<file path="config.mk">
export PLATFORM = sky130hd
export DESIGN_NAME = image_load_sequencer
export DESIGN_NICKNAME = d
export VERILOG_FILES = /design/src/rtl/ils_pkg.sv /design/src/rtl/ils_timeout_ctr.sv /design/src/rtl/image_load_sequencer.sv
export SDC_FILE = /design/constraint.sdc
export NUM_CORES = 1
export LEC_CHECK = 0
export CAP_MARGIN = 20
export CELL_PAD_IN_SITES_DETAIL_PLACEMENT = 0
export CELL_PAD_IN_SITES_GLOBAL_PLACEMENT = 1
export CORE_ASPECT_RATIO = 0.6
export CORE_MARGIN = 8
export CORE_UTILIZATION = 30
export DETAILED_ROUTE_END_ITERATION = 12
export HOLD_SLACK_MARGIN = 0.12
export PLACE_DENSITY_LB_ADDON = 0.3
export SYNTH_ARGS = -nofsm -noshare
export SYNTH_HDL_FRONTEND = slang
export SYNTH_HIERARCHICAL = 1
export SYNTH_SLANG_ARGS = --single-unit
</file>
<file path="constraint.sdc">
create_clock -name iCLK -period 4.2 [get_ports iCLK]
set_input_delay 1.26 -clock iCLK [delete_from_list [all_inputs] [get_ports iCLK]]
set_output_delay 1.26 -clock iCLK [all_outputs]
set_load 0.1 [all_outputs]
</file>
<file path="src/rtl/ils_pkg.sv">
// Shared types and defaults for the image load sequencer: FSM state encoding,
// default parameter values and counter width helper.
package ils_pkg;

  localparam int ILS_DATA_W     = 32;
  localparam int ILS_CNT_W      = 16;
  localparam int ILS_GAP_CYCLES = 2;
  localparam int ILS_TIMEOUT    = 255;

  typedef logic [ILS_CNT_W-1:0] ils_cnt_t;

  typedef enum logic [3:0] {
    S_IDLE, S_TRIG, S_WAIT_REQ, S_WAIT_END, S_SETTLE, S_PUSH, S_GAP, S_DONE, S_ERR
  } ils_state_e;

  // Counters are loaded with (cycles-1), so they only need to hold maxVal-1.
  function automatic int ilsCtrW(input int maxVal);
    return (maxVal > 1) ? $clog2(maxVal) : 1;
  endfunction

endpackage

</file>
<file path="src/rtl/ils_timeout_ctr.sv">
// Loadable down-counter; oExpired is high whenever the count sits at zero.
// Clear wins over load, load wins over decrement.
module ils_timeout_ctr #(
  parameter int W = 8
) (
  input  logic         iCLK,
  input  logic         iRST,
  input  logic         iClear,
  input  logic         iLoad,
  input  logic [W-1:0] iLoadVal,
  input  logic         iEn,
  output logic         oExpired
);

  logic [W-1:0] cnt;

  always_ff @(posedge iCLK or posedge iRST) begin
    if (iRST)                     cnt <= '0;
    else if (iClear)              cnt <= '0;
    else if (iLoad)               cnt <= iLoadVal;
    else if (iEn && cnt != '0)    cnt <= cnt - W'(1);
  end

  assign oExpired = (cnt == '0);

endmodule

</file>
<file path="src/rtl/image_load_sequencer.sv">
// Drives the bit queuer one word at a time for HPS image loads and hands the
// assembled words downstream over valid/ready. ILS_CHECKSUM_EN adds oChecksum.
module image_load_sequencer
  import ils_pkg::*;
#(
  parameter int DATA_W     = ILS_DATA_W,
  parameter int CNT_W      = ILS_CNT_W,
  parameter int GAP_CYCLES = ILS_GAP_CYCLES,
  parameter int TIMEOUT    = ILS_TIMEOUT
) (
  input  logic              iCLK,
  input  logic              iRST,
  input  logic              iStart,
  input  logic [CNT_W-1:0]  iNumWords,
  input  logic              iAbort,
  output logic              oQ_TRIG,
  input  logic              iQ_REQ,
  input  logic [DATA_W-1:0] iQ_DATA,
  output logic [DATA_W-1:0] oWord,
  output logic              oWordValid,
  input  logic              iWordReady,
  output logic [CNT_W-1:0]  oWordCount,
  output logic              oBusy,
  output logic              oDone,
`ifdef ILS_CHECKSUM_EN
  output logic              oError,
  output logic [DATA_W-1:0] oChecksum
`else
  output logic              oError
`endif
);

  localparam int TMO_W = ilsCtrW(TIMEOUT);
  localparam int GAP_W = ilsCtrW(GAP_CYCLES);
  localparam logic [TMO_W-1:0] TMO_LOAD = TMO_W'(TIMEOUT - 1);
  localparam logic [GAP_W-1:0] GAP_LOAD = (GAP_CYCLES > 0) ? GAP_W'(GAP_CYCLES - 1) : '0;

  ils_state_e       state, nxt;
  logic [CNT_W-1:0] numWords, cntInc;
  logic             ctrClear, tmoLoad, tmoEn, tmoExp, gapLoad, gapEn, gapExp;
  logic             startOk, capture, accept;

  assign cntInc = oWordCount + CNT_W'(1);

  ils_timeout_ctr #(.W(TMO_W)) uTmo (
    .iCLK(iCLK), .iRST(iRST), .iClear(ctrClear), .iLoad(tmoLoad),
    .iLoadVal(TMO_LOAD), .iEn(tmoEn), .oExpired(tmoExp)
  );

  ils_timeout_ctr #(.W(GAP_W)) uGap (
    .iCLK(iCLK), .iRST(iRST), .iClear(ctrClear), .iLoad(gapLoad),
    .iLoadVal(GAP_LOAD), .iEn(gapEn), .oExpired(gapExp)
  );

  always_ff @(posedge iCLK or posedge iRST) begin
    if (iRST) state <= S_IDLE;
    else      state <= nxt;
  end

  always_comb begin
    nxt      = state;
    ctrClear = 1'b0;
    tmoLoad  = 1'b0;
    tmoEn    = 1'b0;
    gapLoad  = 1'b0;
    gapEn    = 1'b0;
    startOk  = 1'b0;
    capture  = 1'b0;
    accept   = 1'b0;
    case (state)
      S_IDLE: begin
        ctrClear = 1'b1;
        if (iStart && !iAbort) begin
          startOk = 1'b1;
          nxt     = (iNumWords == '0) ? S_DONE : S_TRIG;
        end
      end
      S_TRIG: begin
        tmoLoad = 1'b1;
        nxt     = S_WAIT_REQ;
      end
      S_WAIT_REQ: begin
        if (iQ_REQ) begin
          tmoLoad = 1'b1;
          nxt     = S_WAIT_END;
        end else if (tmoExp) nxt = S_ERR;
        else                 tmoEn = 1'b1;
      end
      S_WAIT_END: begin
        if (!iQ_REQ)     nxt = S_SETTLE;
        else if (tmoExp) nxt = S_ERR;
        else             tmoEn = 1'b1;
      end
      S_SETTLE: begin
        capture = 1'b1;
        nxt     = S_PUSH;
      end
      S_PUSH: begin
        if (iWordReady) begin
          accept = 1'b1;
          if (cntInc == numWords)  nxt = S_DONE;
          else if (GAP_CYCLES == 0) nxt = S_TRIG;
          else begin
            gapLoad = 1'b1;
            nxt     = S_GAP;
          end
        end
      end
      S_GAP: begin
        if (gapExp) nxt = S_TRIG;
        else        gapEn = 1'b1;
      end
      S_DONE:  nxt = S_IDLE;
      S_ERR:   nxt = S_IDLE;
      default: nxt = S_IDLE;
    endcase
    // Abort freezes everything: no capture, no count, straight back to IDLE.
    if (state != S_IDLE && iAbort) begin
      nxt     = S_IDLE;
      capture = 1'b0;
      accept  = 1'b0;
    end
  end

  always_ff @(posedge iCLK or posedge iRST) begin
    if (iRST) begin
      numWords   <= '0;
      oWordCount <= '0;
      oWord      <= '0;
      oError     <= 1'b0;
    end else begin
      if (startOk) begin
        numWords   <= iNumWords;
        oWordCount <= '0;
        oError     <= 1'b0;
      end
      if (capture)      oWord      <= iQ_DATA;
      if (accept)       oWordCount <= cntInc;
      if (nxt == S_ERR) oError     <= 1'b1;
    end
  end

`ifdef ILS_CHECKSUM_EN
  always_ff @(posedge iCLK or posedge iRST) begin
    if (iRST)         oChecksum <= '0;
    else if (startOk) oChecksum <= '0;
    else if (accept)  oChecksum <= oChecksum ^ oWord;
  end
`else
`endif

  assign oQ_TRIG    = (state == S_TRIG);
  assign oWordValid = (state == S_PUSH);
  assign oBusy      = (state != S_IDLE);
  assign oDone      = (state == S_DONE) && !iAbort;

endmodule
</file>
==> key figures <==
Die
  – Std cell rows: 33
  – I/O Pins: 107
  – Full die area: ~18000 sq um
  – Die span in x: between 150 and 200 um
  – CORE AREA: 13500 sq um
  – Starting Density: between 30% and 40%
  – DIE HEIGHT: 107 um

Status
  – Outcome: completed

Finish
  – NumNets Final: 550
  – Share of cells above drive strength 1: about an eighth
  – Antenna Cells: 0
  – Area Overhead vs Synth: 37.7%
  – Post-layout utilization of the core: between 40% and 50%

STA
  – Clk_skew: between 0.007 and 0.008 ns
  – F_max: 0.276 GHz
  – Count of final hold-check violations: 0
  – Fin crit period: 3.63 ns
  – Slew Limit Fails: 0
  – Tcrit/Tclk final: between 80% and 90%
  – Finish-stage setup viols: 0
  – Worst-Margin Slew: 1.03 ns
  – WHS: 0.473 ns
  – Setup TNS: 0 ns
  – RSZ-0062 raised after global routing: no
  – Rel. slew slack: 31.1%

CTS
  – PostCTS Resize Cnt: 0
  – H-tree depth reported by CTS: 3
  – Clock Latency Late Sink: 0.34 ns
  – # hold bufs at CTS: 0
  – CTS Root Cell: clkbuf_16
  – Setup Buffers After CTS: 0
  – CTS Buf Count: 9
  – Max clock buf depth: 2
  – CTS tree: done
  – Clk slew on worst S/H paths: roughly 0.060 ns
  – CTS sink count: 78

Detailed routing
  – Initial DRC Count: approximately 220
  – Number of vias per cell: between 4 and 5
  – Via count: between 3k and 4k
  – DRC viols: 0
  – Router iterations before antenna repair: 4
  – DRT antenna net count: 0
  – Wire per inst: approximately 16 um
  – Routed WL: 10.7 mm

Yosys
  – Ys async rst share: 100%
  – Yosys top cell by area: dfrtp_1
  – Ys flop type: dfrtp_1
  – Post-synth EDFFs: 0
  – Seq/Total Area, Yosys: between 40% and 50%
  – Mapped Area: 4100 sq um
  – Netlist cell types: 58
  – Synth Instances: around 380
  – Syn Area/Cell: 10.7 sq um
  – #FFs+latches synth: just under 80
  – Top area cells in the synthesized netlist: dfrtp_1 48%, mux2_1 8.8%, mux2_2 4.4%
  – Syn. warnings: 6
  – Yosys top cell area share: 47.6%

Place
  – GPL Wtd Cong: around 0.81
  – Dpl hpwl: between 8 and 9 mm
  – I/O Buffers: roughly 110

Power
  – Clk pwr share: 24.4%
  – Seq pwr share: between 30% and 40%
  – Power per cell area: ~550 nW/um^2
  – Net Sw Power: ~0.0014 W
  – Worst VDD drop: approximately 340 uV
  – Power Internal: around 0.0017 W
  – Switching share of power: approximately 45%
  – Power Total: between 0.003 and 0.004 W
  – Combinational Power Share: about 43%
  – P_leak: about 2.5 nW

Min path
  – Worst hold path class: flop to flop

Worst setup path
  – Crit start category: input pin
  – Critical Path RT: a little under 3 ns
  – Crit path arrival time: around 2.4 ns
  – Kind of critical path: input pin to primary output
  – Crit. End Element: primary output
  – CP max FO: 7

Global routing
  – Grt total ovfl: 0
  – Largest net degree at the start of global routing: 38
  – First-pass GRT wire length: around 18 mm
  – GRT Overall Usage: 12.5%
  – Vias in the first global route: roughly 3.4k
  – Antenna violations before repair: 0

Run
  – Reported max-cap violation count: 0
-- kinds of logic after synthesis --
kind of cell | Yosys count | share of synthesized area (%)
AND/OR/NAND/NOR | 113 | 15.8
flip-flops | 78 | 47.6
multiplexers | 49 | 13.4
adder cells (fa/ha/maj) | 3 | 0.916
AO/OA/AOI/OAI | 73 | 12.2
other | 2 | 0.183
buffers and inverters | 38 | 3.84
XOR/XNOR | 28 | 5.98
-- layout make-up --
cell class,count,area [sq um]
clock buffer,9,225
inverter,17,63.8
multi-input combinational,275,2020
timing repair buffer,112,1100
tap,175,219
sequential,78,1950
fill,1313,7860
clock inverter,7,62.6
-- stage by stage --
stage	area (sq um)	std cells	setup slack, ns
final	5650	673	0.571
after global routing	5650	673	0.517
after detailed placement	5360	657	0.542
after global placement	5360	657	0.603
after floorplan	4130	391	0.192
after CTS	5650	673	0.565
-- worst paths after layout --
| path | start | endpoint | slack [ns] | cells past startpoint |
|---|---|---|---|---|
| setup / recovery | iAbort | oDone | 0.57 | 3 |
| hold / removal | oError | oError | 0.47 | 1 |
| setup reg to reg | uTmo/cnt[0] | uTmo/cnt[5] | 1.53 | 9 |
| hold reg to reg | oError | oError | 0.47 | 1 |
| max in group asynchronous | iRST | state[3] | 2.10 | 3 |
| min in group asynchronous | iRST | uGap/cnt | 1.16 | 2 |
-- sequential cells by signal (all words and copies together) (netlist names) --
name,count
uGap/cnt,1
state,4
oWordCount,16
numWords,16
oError,1
oWord,32
uTmo/cnt,8
-- worst max-delay path, cell delays in order --
cell             delay [ns]
clkdlybuf4s50_1        0.56
nor3_2                 0.33
buf_12                 0.21
-- cells in the mapped netlist (all sizes together), types with 3 or more instances --
cell,n
a21oi,9
nand3,10
xor2,8
nor3,10
and3,4
o41ai,5
inv,17
a31oi,5
ha,3
nand2,18
buf,10
o21ai,22
nand3b,4
o21a,6
and2,3
clkbuf,11
nand2b,8
nand4,4
nor4,12
a211oi,3
nor2,27
dfrtp,78
mux2,48
xnor2,20
o31ai,9
nor2b,7
-- layout by cell type, fill, tap and decap left out, types with 4 or more instances in the layout --
cell              n
o21ai_0          19
nand3b_1          4
nor2_1           27
nor4_1           10
nor3_1            8
inv_6             4
clkdlybuf4s50_1  94
a31oi_1           5
o31ai_1           8
o21a_1            6
xnor2_1          20
buf_4            16
nand3_1          10
mux2_1           32
nor2b_1           7
mux2_2           16
nand2_1          18
and3_1            4
conb_1            9
o41ai_1           4
dfrtp_1          78
xor2_1            8
a21oi_1           9
clkbuf_16         9
inv_1            16
nand2b_1          7
-- layer usage --
metal  vias up  wire length [um]  track usage [%]
met3        11              1120             6.88
met4         0               111             2.69
met1      1547              4950             16.0
met5         -                 0                0
met2        95              4500             18.2
li1       1584                 -                -
-- power groups by stage --
stage	Combinational, W	Sequential, W	Clock, W
floorplan	0.000401	0.00162	0
global placement	0.00134	0.00102	0
finish	0.00133	0.00102	0.000760
global route	0.00141	0.00104	0.000814
CTS	0.00135	0.00102	0.000785
detailed placement	0.00134	0.00103	0
(Power assumes the default switching activity.)
==> patch: new RTL, config.mk and constraints unchanged <==
Build with the macro `ILS_CHECKSUM_EN` defined.
--- a/src/rtl/image_load_sequencer.sv
+++ b/src/rtl/image_load_sequencer.sv
@@ -1,5 +1,7 @@
 // Drives the bit queuer one word at a time for HPS image loads and hands the
 // assembled words downstream over valid/ready. ILS_CHECKSUM_EN adds oChecksum.
+`define ILS_CHECKSUM_EN
+
 module image_load_sequencer
   import ils_pkg::*;
 #(
Function (old outputs only; new: oChecksum): kept (equiv_simple and equiv_induct, registers matched by name and starting in step).
==> patch against the original RTL <==
First-iteration DRC count is 30% higher; sequential cell count is 32 higher; worst setup slack better by 0.049 ns; total power grew 67%; non-clock buffer count up 35; final cell count rose by 40%; fmax rose by 1.4%; area after synthesis rose by 36%; routed wire length up 50%; final area grew 33%; sequential share of layout area is 2.1 points higher; clock skew up 0.0033 ns; critical path type unchanged; largest cell class is now registers; highest routed layer unchanged.
==> patch: results (changes against the original RTL) <==
* GRT Total Usage at 14.2% (+1.7 points)
* Worst-margin pin slew at 1.05 ns (+0.0220 ns)
* Fraction of area in multi-input gates at 35.2% (-0.62 points)
* Comb_multi_in at 411 (+49%)
* VDD IR-drop max at 0.547 mV (+63%)
* Share of layout cells above drive strength 1 at 11.9% (-1.2 points)
* Mux cell area share after synthesis at 6.93% (-6.5 points)
* Outcome: completed
* Vias in the first global route at 4716 (+40%)
* Synth Area in Adders at 0.675% (-0.24 points)
* Worst slack, placed at 0.490 ns (-0.0520 ns)
* Port bufs at 138 (+30%)
* Regs by FF count: oChecksum x32, oWord x32
* Reg-to-Reg Start: oWordCount[0]
* Clk_skew at 0.0105 ns (+0.00335 ns)
* Number of DRC markers in iteration 0 at 284 (+30%)
* Slowest cell on the critical path: clkdlybuf4s50_1
* Inverters, non-clock at 15 (-2)
* Crit path max fanout at 8 (+1)
* Met3 Resource Use GR at 6.06% (-0.82 points)
* Yosys cell types at 62 (+6.9%)
* Routing usage on met1 at 19.2% (+3.2 points)
* # fillers at 1765 (+34%)
* Largest net degree at the start of global routing at 54 (+42%)
* Critical path arrival at 2.32 ns (-0.05 ns)
* Leakage at 3.32 nW (+35%)
* Bufs on Longest Clock Path at 2 (unchanged)
* Power Internal at 2.56 mW (+48%)
* Reg2reg path depth at 8 (-1)
* DR WL met3 at 1520 um (+36%)
* Compound-Gate Fraction of Synth Area at 9.00% (-3.2 points)
* M1 wire length at 7610 um (+54%)
* Synth top area cells: dfrtp_1, xor2_1, nand2_1
* Top cells by count, synth: dfrtp_1, nand2_1, nor2_1
* M2 GR Usage at 20.8% (+2.6 points)
* ClkCell Share at 4.11% (-0.99 points)
* Seq/total area at 36.7% (+2.1 points)
* Fin nets at 751 (+37%)
* Seq/Total Area, Yosys at 49.5% (+1.9 points)
* Non-clock buffers at 147 (+31%)
* Final Wtd Congestion at 0.819 (+1.6%)
* R2r endpoint: uGap/cnt
* Yosys reg bits at 110 (+41%)
* Dpl hpwl at 11800 um (+44%)
* Flop-to-flop setup slack at 1.27 ns (-0.26 ns)
* DR WL met2 at 6760 um (+50%)
* Achievable Freq at 279 MHz (+1.4%)
-- patch: metrics by stage --
step                hold slack (ns)  cells  instance area [um2]  power [mW]  utilization, %
floorplan                     0.465    566                 5590        3.61               -
global placement              0.463    923                 7190        4.31            39.7
detailed placement            0.483    923                 7190        4.33            39.7
CTS                           0.500    939                 7500        5.25            41.4
global route                  0.520    939                 7500        5.46            41.4
finish                        0.492    939                 7500        5.19            41.4
-- patch: power groups by stage --
| stage | Clock (mW) | Sequential, mW | Combinational (mW) |
|---|---|---|---|
| 2_1_floorplan | 0 | 2.71 | 0.909 |
| 3_3_place_gp | 0 | 1.59 | 2.72 |
| 3_5_place_dp | 0 | 1.60 | 2.74 |
| 4_1_cts | 0.926 | 1.58 | 2.75 |
| 5_1_grt | 0.966 | 1.62 | 2.88 |
| 6_report | 0.894 | 1.58 | 2.72 |
